## config.mk

```make
export PLATFORM = sky130hd
export DESIGN_NAME = radio86_bus_arbiter
export DESIGN_NICKNAME = d
export VERILOG_FILES = /design/src/rtl/radio86_bus_pkg.sv /design/src/rtl/radio86_slot_timer.sv /design/src/rtl/radio86_bus_arbiter.sv
export SDC_FILE = /design/constraint.sdc
export NUM_CORES = 1
export LEC_CHECK = 0
export ABC_CLOCK_PERIOD_IN_PS = 1600
export BUFFER_PORTS_ARGS = -buffer_cell sky130_fd_sc_hd__buf_2
export CORE_UTILIZATION = 35
export DETAILED_ROUTE_END_ITERATION = 10
export PLACE_DENSITY = 0.77
export SLEW_MARGIN = 20
export SYNTH_ARGS = -nofsm -noshare
export SYNTH_HDL_FRONTEND = slang
export SYNTH_SLANG_ARGS = --single-unit
export TNS_END_PERCENT = 10
```

## constraint.sdc

```tcl
create_clock -name clock -period 1.6 [get_ports clock]
set_input_delay 0.32 -clock clock [delete_from_list [all_inputs] [get_ports clock]]
set_output_delay 0.32 -clock clock [all_outputs]
set_load 0.05 [all_outputs]
```

## src/rtl/radio86_bus_pkg.sv

```systemverilog
// Shared types and constants for the Radio-86 RAM time-slot arbiter.
// Slot kinds, hold FSM states, default widths and the legal CE-period range.
package radio86_bus_pkg;

    localparam int unsigned AW_DEFAULT  = 16;
    localparam int unsigned DIV_DEFAULT = 8;
    localparam int unsigned DIV_MIN     = 4;
    localparam int unsigned DIV_MAX     = 32;

    typedef enum logic [1:0] {
        SLOT_CPU_WR,
        SLOT_CPU_RD,
        SLOT_DMA,
        SLOT_STEP
    } slot_e;

    typedef enum logic {
        RUN,
        HOLD
    } hold_state_e;

    function automatic logic div_legal(input int unsigned div);
        return (div >= DIV_MIN) && (div <= DIV_MAX);
    endfunction

endpackage

```

## src/rtl/radio86_slot_timer.sv

```systemverilog
// Free-running slot counter 0..DIV-1 with decoded strobes for slot 0,
// the CPU read slot (DIV-2) and the CPU step slot (DIV-1).
module radio86_slot_timer
    import radio86_bus_pkg::*;
#(
    parameter int unsigned DIV = DIV_DEFAULT
) (
    input  logic clock,
    input  logic reset,
    output logic slot_first,
    output logic slot_read,
    output logic slot_step
);

    localparam int unsigned SW = $clog2(DIV);

    if (!div_legal(DIV)) begin : g_div_range
        $error("radio86_slot_timer: DIV out of range");
    end

    logic [SW-1:0] s_q;
    logic [SW-1:0] s_d;

    always_comb begin
        s_d = s_q + 1'b1;
        if (s_q == SW'(DIV - 1)) begin
            s_d = '0;
        end
    end

    always_ff @(posedge clock) begin
        if (reset) begin
            s_q <= '0;
        end else begin
            s_q <= s_d;
        end
    end

    always_comb begin
        slot_first = (s_q == '0);
        slot_read  = (s_q == SW'(DIV - 2));
        slot_step  = (s_q == SW'(DIV - 1));
    end

endmodule

```

## src/rtl/radio86_bus_arbiter.sv

```systemverilog
// Time-slot arbiter sharing one synchronous RAM between the 8080 core and video DMA.
// The CPU owns a write slot (0, when pending) and a read slot (DIV-2); DMA gets the rest.
module radio86_bus_arbiter
    import radio86_bus_pkg::*;
#(
    parameter int unsigned DIV = DIV_DEFAULT,
    parameter int unsigned AW  = AW_DEFAULT
) (
    input  logic          clock,
    input  logic          reset,
    input  logic [AW-1:0] cpu_address,
    input  logic [7:0]    cpu_out,
    input  logic          cpu_we,
    output logic          cpu_ce,
    output logic [7:0]    cpu_in,
    input  logic          dma_req,
    input  logic [AW-1:0] dma_addr,
    output logic          dma_ack,
    output logic          dma_rvalid,
    output logic [7:0]    dma_rdata,
    input  logic          dma_hold,
    output logic          dma_hlda,
    output logic [AW-1:0] mem_address,
    output logic [7:0]    mem_wdata,
    output logic          mem_we,
    input  logic [7:0]    mem_rdata
);

    logic        slot_first;
    logic        slot_read;
    logic        slot_step;
    hold_state_e hold_q;
    hold_state_e hold_d;
    logic        hlda;
    slot_e       slot_kind;
    logic        ce_done_q;
    logic        ce_done_d;
    logic [7:0]  cpu_in_q;
    logic [7:0]  cpu_in_d;
    logic        rvalid_q;
    logic        rvalid_d;

    radio86_slot_timer #(.DIV(DIV)) u_slot_timer (
        .clock      (clock),
        .reset      (reset),
        .slot_first (slot_first),
        .slot_read  (slot_read),
        .slot_step  (slot_step)
    );

    always_ff @(posedge clock) begin
        if (reset) begin
            hold_q <= RUN;
        end else begin
            hold_q <= hold_d;
        end
    end

    always_comb begin
        hold_d = hold_q;
        if (slot_step) begin
            hold_d = dma_hold ? HOLD : RUN;
        end
    end

    always_comb begin
        hlda = (hold_q == HOLD);
    end

    // A pending CPU write wins slot 0 even while the bus is held by DMA.
    always_comb begin
        slot_kind = SLOT_DMA;
        if (slot_first && ce_done_q && cpu_we) begin
            slot_kind = SLOT_CPU_WR;
        end else if (!hlda) begin
            if (slot_read) begin
                slot_kind = SLOT_CPU_RD;
            end else if (slot_step) begin
                slot_kind = SLOT_STEP;
            end
        end
    end

    always_comb begin
        cpu_ce      = 1'b0;
        cpu_in      = cpu_in_q;
        dma_ack     = 1'b0;
        dma_rvalid  = rvalid_q;
        dma_rdata   = mem_rdata;
        dma_hlda    = hlda;
        mem_address = '0;
        mem_wdata   = '0;
        mem_we      = 1'b0;
        if (reset) begin
            cpu_in     = '0;
            dma_rvalid = 1'b0;
            dma_hlda   = 1'b0;
        end else begin
            case (slot_kind)
                SLOT_CPU_WR: begin
                    mem_we      = 1'b1;
                    mem_address = cpu_address;
                    mem_wdata   = cpu_out;
                end
                SLOT_CPU_RD: begin
                    mem_address = cpu_address;
                end
                default: begin
                    // The step slot doubles as a DMA slot.
                    if (slot_kind == SLOT_STEP) begin
                        cpu_ce = !dma_hold;
                        cpu_in = mem_rdata;
                    end
                    if (dma_req) begin
                        dma_ack     = 1'b1;
                        mem_address = dma_addr;
                    end
                end
            endcase
        end
    end

    always_comb begin
        ce_done_d = ce_done_q;
        if (slot_first) begin
            ce_done_d = 1'b0;
        end
        if (cpu_ce) begin
            ce_done_d = 1'b1;
        end
        cpu_in_d = (slot_kind == SLOT_STEP) ? mem_rdata : cpu_in_q;
        rvalid_d = dma_ack;
    end

    always_ff @(posedge clock) begin
        if (reset) begin
            ce_done_q <= 1'b0;
            cpu_in_q  <= '0;
            rvalid_q  <= 1'b0;
        end else begin
            ce_done_q <= ce_done_d;
            cpu_in_q  <= cpu_in_d;
            rvalid_q  <= rvalid_d;
        end
    end

endmodule

```

# Word level (Yosys, flattened, before mapping)

Index checks and enable logic that the tools add are counted.

Flip-flop bits (word level): 14

$add $sub $neg: 1
Eq/ne operators: 4
Multiplexer cells: 25
Reduce and logical (&&, ||, !) cells: 8

Operators with widths:

| kind                | number |
|---|---|
| $mux 16             | 3 |
| $mux 8              | 5 |
| $mux 1              | 14 |
| $eq 3x3->1 const B  | 2 |
| $mux 2              | 3 |
| $reduce_or 2->1     | 2 |
| $add 3x1->3 const B | 1 |
| $logic_not 3->1     | 1 |
| $eq 2x1->1 const B  | 1 |
| $eq 2x2->1 const B  | 1 |
| $logic_and 1x1->1   | 2 |
| $logic_not 2->1     | 1 |
| $reduce_bool 2->1   | 1 |
| $logic_not 1->1     | 1 |

# Longest topological paths before layout

Depth in word-level cells: 10
Gate-level depth with buffers: 7

# Cells and area by module

From an unflattened synthesis, not the netlist that was laid out.

Cells, all modules: 151
Area total of the unflattened synthesis: 1208.7 µm²

By module, submodules not included:

| module              | instances | cells an instance | area an instance (µm²) |
|---|---|---|---|
| radio86_bus_arbiter | 1         | 137               | 1058.5 |
| radio86_slot_timer  | 1         | 14                | 150.1 |

# Least setup slack after synthesis

No wires, ideal clock.

Path type: register to output
Start: reg u_slot_timer.s_q[0]
End: out cpu_ce
Arrival: 2061 ps
Data required time: 1280 ps
Path slack: -781 ps
Stages on the path, launching flop included: 6
Path buffers: 1
Path through: dfxtp_1 -> inv_1 -> ha_1 -> nand4bb_1 -> buf_2 -> nor3_1

Cells in the longest elaborated chain, start to end: 9

Ends and longest elaborated chain:

| item                                      | line                       | source |
|---|---|---|
| start, declared                           | radio86_slot_timer.sv:21   | `logic [SW-1:0] s_q;` |
| start signal, assigned                    | radio86_slot_timer.sv:33   | `s_q <= '0;` |
| start signal, assigned                    | radio86_slot_timer.sv:35   | `s_q <= s_d;` |
| $eq 3x3->1                                | radio86_slot_timer.sv:42   | `slot_step = (s_q == SW'(DIV - 1));` |
| $mux 1                                    | radio86_bus_arbiter.sv:78  | `end else if (slot_step) begin` |
| $mux 2                                    | radio86_bus_arbiter.sv:76  | `if (slot_read) begin` |
| $mux 2                                    | radio86_bus_arbiter.sv:75  | `end else if (!hlda) begin` |
| $mux 2 *                                  | radio86_bus_arbiter.sv:73  | `if (slot_first && ce_done_q && cpu_we) begin` |
| $eq 2x2->1, or another cell as far along  | radio86_bus_arbiter.sv:110 | `if (slot_kind == SLOT_STEP) begin` |
| $mux 1 or $reduce_or 2->1 (tied branches) | -                          |  |
| $mux 1 *                                  | radio86_bus_arbiter.sv:99  | `case (slot_kind)` |
| $mux 1 *                                  | radio86_bus_arbiter.sv:94  | `if (reset) begin` |
| end, declared                             | radio86_bus_arbiter.sv:14  | `output logic cpu_ce,` |

Every way passes the cells marked *; elsewhere a longest branch is shown, timed or not.

# Worst setup path in the final report

Start: reg u_slot_timer.s_q[0]
End: out mem_address[4]

Cells in the longest elaborated chain, start to end: 9

Ends and longest elaborated chain:

| item                                          | line                      | source |
|---|---|---|
| $eq 3x3->1                                    | radio86_slot_timer.sv:42  |  |
| $mux 1                                        | radio86_bus_arbiter.sv:78 |  |
| $mux 2                                        | radio86_bus_arbiter.sv:76 |  |
| $mux 2                                        | radio86_bus_arbiter.sv:75 |  |
| $mux 2 *                                      | radio86_bus_arbiter.sv:73 |  |
| $eq 2x1->1 or $logic_not 2->1 (tied branches) | radio86_bus_arbiter.sv:99 |  |
| $reduce_or 2->1 (no source line) *            | -                         |  |
| $mux 16 *                                     | radio86_bus_arbiter.sv:99 |  |
| $mux 16 *                                     | radio86_bus_arbiter.sv:94 |  |
| end, declared                                 | radio86_bus_arbiter.sv:23 | `output logic [AW-1:0] mem_address,` |

Marks and branches as above.

==> results.py <==
metrics = {
    "outcome": {
        "status": "finished with violations",
        "violations": "negative setup slack",
    },
    "pwr": {
        "power_leakage_nw": 1.03,
        "seqPwrFrac_pct": 34.5,
        "p_per_area_mw_per_mm2": 475,
        "p_sw_mw": 0.377,
        "p_int_mw": 0.684,
        "ir_worst_vdd_v": 0.000476,
        "p_clk_share_pct": 24.3,
        "power_mw": 1.06,
        "switching_share_pct": 35.5,
        "combPwrFrac_pct": 41.2,
    },
    "finish": {
        "antenna_cells": 0,
        "final_util_pct": 71.4,
        "syn2layout_area_growth_pct": 88.8,
        "drive_gt1_share_pct": 66.8,
        "fin_cells": 297,
        "num-nets-final": 311,
        "post-route-cell-area_mm2": 0.00223,
    },
    "yosys": {
        "synth_warnings": 0,
        "yosysMostFrequentCell": "a21oi_1",
        "synth.distinct_cells": 31,
        "syn_nets": 209,
        "ys_seq_area_share_pct": 23.7,
        "synth-edff-count": 0,
        "async_reset_ff_share_pct": 0,
        "synth_top_area_share_pct": 23.7,
        "yosys_most_used_dff": "dfxtp_1",
        "synthTopCellsByArea": "dfxtp_1, a21oi_1, nand4_1",
        "syn_area_per_cell_um2": 7.78,
        "syn_area_mm2": 0.00118,
        "syn_inst": 152,
        "synthTopCellsByCount": "a21oi_1, o21ai_0, nand2_1, nand4_1, dfxtp_1",
        "synth_top_cell_by_area": "dfxtp_1",
        "ys_ff_latch": 14,
    },
    "worst_setup_path": {
        "critPathMaxFanout": 9,
        "start_kind": "register",
        "endpoint_kind": "output pin",
        "critical_path_class": "reg -> out",
        "cpLargestDelayFamily": "buffers and inverters",
        "cp_num_buf_inv": 3,
        "cp_data_arrival_time_ns": 1.78,
        "crit_required_ns": 1.28,
        "worst_path_max_delay_cell": "and3b_2",
        "slowest_delay_ns": 0.35,
        "crit_path_cell_trace": "inv_2, buf_6, ha_4, and3b_2, o21ai_0, a21oi_1, buf_4",
    },
    "timing": {
        "period_minus_slack_ns": 2.10,
        "setup_viol": 35,
        "tns_ns": -15.51,
        "fmax_mhz": 475,
        "holdWs_ns": 0.315,
        "period_share_pct": 131,
        "slew_violations": 0,
        "finalHoldViolCount": 0,
        "slew_headroom_pct": 82.6,
        "rsz0062_at_grt": "yes",
        "fin_skew_ns": 0.00255,
        "setup_ws_ns": -0.503,
        "worst_pin_slew_ns": 0.261,
    },
    "placement": {
        "dp_slack_ns": -0.393,
        "place_area_mm2": 0.00193,
        "place_hpwl_um": 2510,
        "port_buffers": 97,
        "place.gp.congestion": 0.761,
        "dp.cells": 292,
    },
    "flow_run": {
        "drv_cap": 0,
    },
    "floorplan": {
        "dieArea_mm2": 0.00361,
        "start_util_pct": 37.8,
        "core_mm2": 0.00313,
        "rows": 20,
        "boundaryPins": 98,
        "die-height_um": 60.1,
        "fp.dieW_um": 60.1,
    },
    "clocking": {
        "cts-root-buf": "clkbuf_4",
        "clk_pin_slew_ns": 0.09,
        "holdBufCountCts": 0,
        "cts_buffer_depth": 2,
        "cts_tree": "yes",
        "h-tree-depth": 1,
        "clk_latency_ns": 0.28,
        "cts_made_buffers": 3,
        "cts.sinks": 14,
        "post_cts_buffers": 0,
    },
    "drt": {
        "drt_iter0_markers": 95,
        "wl_per_cell_um": 12.4,
        "dr.pass1.iters": 5,
        "vias": 1510,
        "ant_nets": 0,
        "drt-total-wl_um": 3700,
        "routed_via_density": 5.08,
        "drc": 0,
    },
    "global_routing": {
        "grt-ovfl-total": 0,
        "antenna_found_initial": 0,
        "grt_first_pass_wirelength_um": 5700,
        "first_global_vias": 1330,
        "grt.total_usage_pct": 20.6,
        "grt_max_degree": 22,
    },
    "min_path": {
        "hold_class": "in -> reg",
    },
}
## what timing repair did
action,4_1_cts,5_1_grt
resized for setup,85,9
pin swaps,13,9
setup endpoints to repair,35,36
cloned,1,0
## routing by layer
| metal | GRT usage [%] | vias to the layer above | wire, um |
|---|---|---|---|
| met3 | 3.03 | 4 | 278 |
| met2 | 38.8 | 82 | 1940 |
| met4 | 7.64 | 0 | 29 |
| li1 | - | 746 | - |
| met1 | 22.7 | 678 | 1450 |
| met5 | 0 | - | 0 |
## logic make-up after synthesis
logic type	count (synthesis)	share of synthesized area [%]
flops	14	23.7
compound gates	51	23.6
fa+ha+maj	4	4.23
mux	1	0.847
simple gates	56	33.4
buf+inv	26	14.2
## cell usage in the layout, fill, tap and decap left out, types with 2 or more instances in the layout
cell type  synthesis  final
buf_2              4     61
buf_6              2     24
buf_4              9     20
a21oi_2            0     18
nand4_1           16     16
nand2_1           16     15
a21oi_1           32     13
dfxtp_1           14     11
o21ai_1            0     10
and2_4             0      8
buf_8              1      8
o21ai_0           17      7
buf_12             0      5
clkbuf_4           1      4
dfxtp_2            0      3
inv_2              0      2
nor2b_1            2      2
nor4b_4            2      2
nor3b_1            2      2
ha_1               4      2
ha_4               0      2
## path summary, 6_finish.rpt
check / from / to / slack (ns) / cells after the start
setup / recovery: u_slot_timer.s_q[0]$_SDFF_PP0_ / mem_address[4] / -0.50 / 7
hold / removal: mem_rdata[5] / cpu_in_q[5]$_SDFF_PP0_ / 0.32 / 3
setup reg to reg: u_slot_timer.s_q[0]$_SDFF_PP0_ / cpu_in_q[7]$_SDFF_PP0_ / 0.15 / 7
hold reg to reg: cpu_in_q[4]$_SDFF_PP0_ / cpu_in_q[4]$_SDFF_PP0_ / 0.50 / 2
## final cells by class
cell class | count | area [um^2]
clock buffers | 4 | 36.3
fillers | 245 | 896
inverters | 3 | 11.3
multi-input cells | 113 | 892
flip-flops and latches | 14 | 284
well taps | 44 | 55.1
repair buffers | 119 | 953
## sequential cells by signal, indices dropped and copies added (netlist names)
| register | count |
|---|---|
| hlda | 1 |
| cpu_in_q | 8 |
| rvalid_q | 1 |
| ce_done_q | 1 |
| u_slot_timer.s_q | 3 |
## power by group through the flow
stage	clock network [mW]	registers [mW]	logic, mW
2_1_floorplan	0	0.380	0.254
3_3_place_gp	0	0.374	0.392
3_5_place_dp	0	0.374	0.396
4_1_cts	0.265	0.366	0.434
5_1_grt	0.285	0.367	0.469
6_report	0.258	0.366	0.437
## tightest hold or removal path: cells and delay by family
family,cells,cell delay (ns)
buf+inv,1,0.11
compound gates,1,0.06
simple gates,1,0.07
No activity file was read; power rests on OpenSTA's default activity.
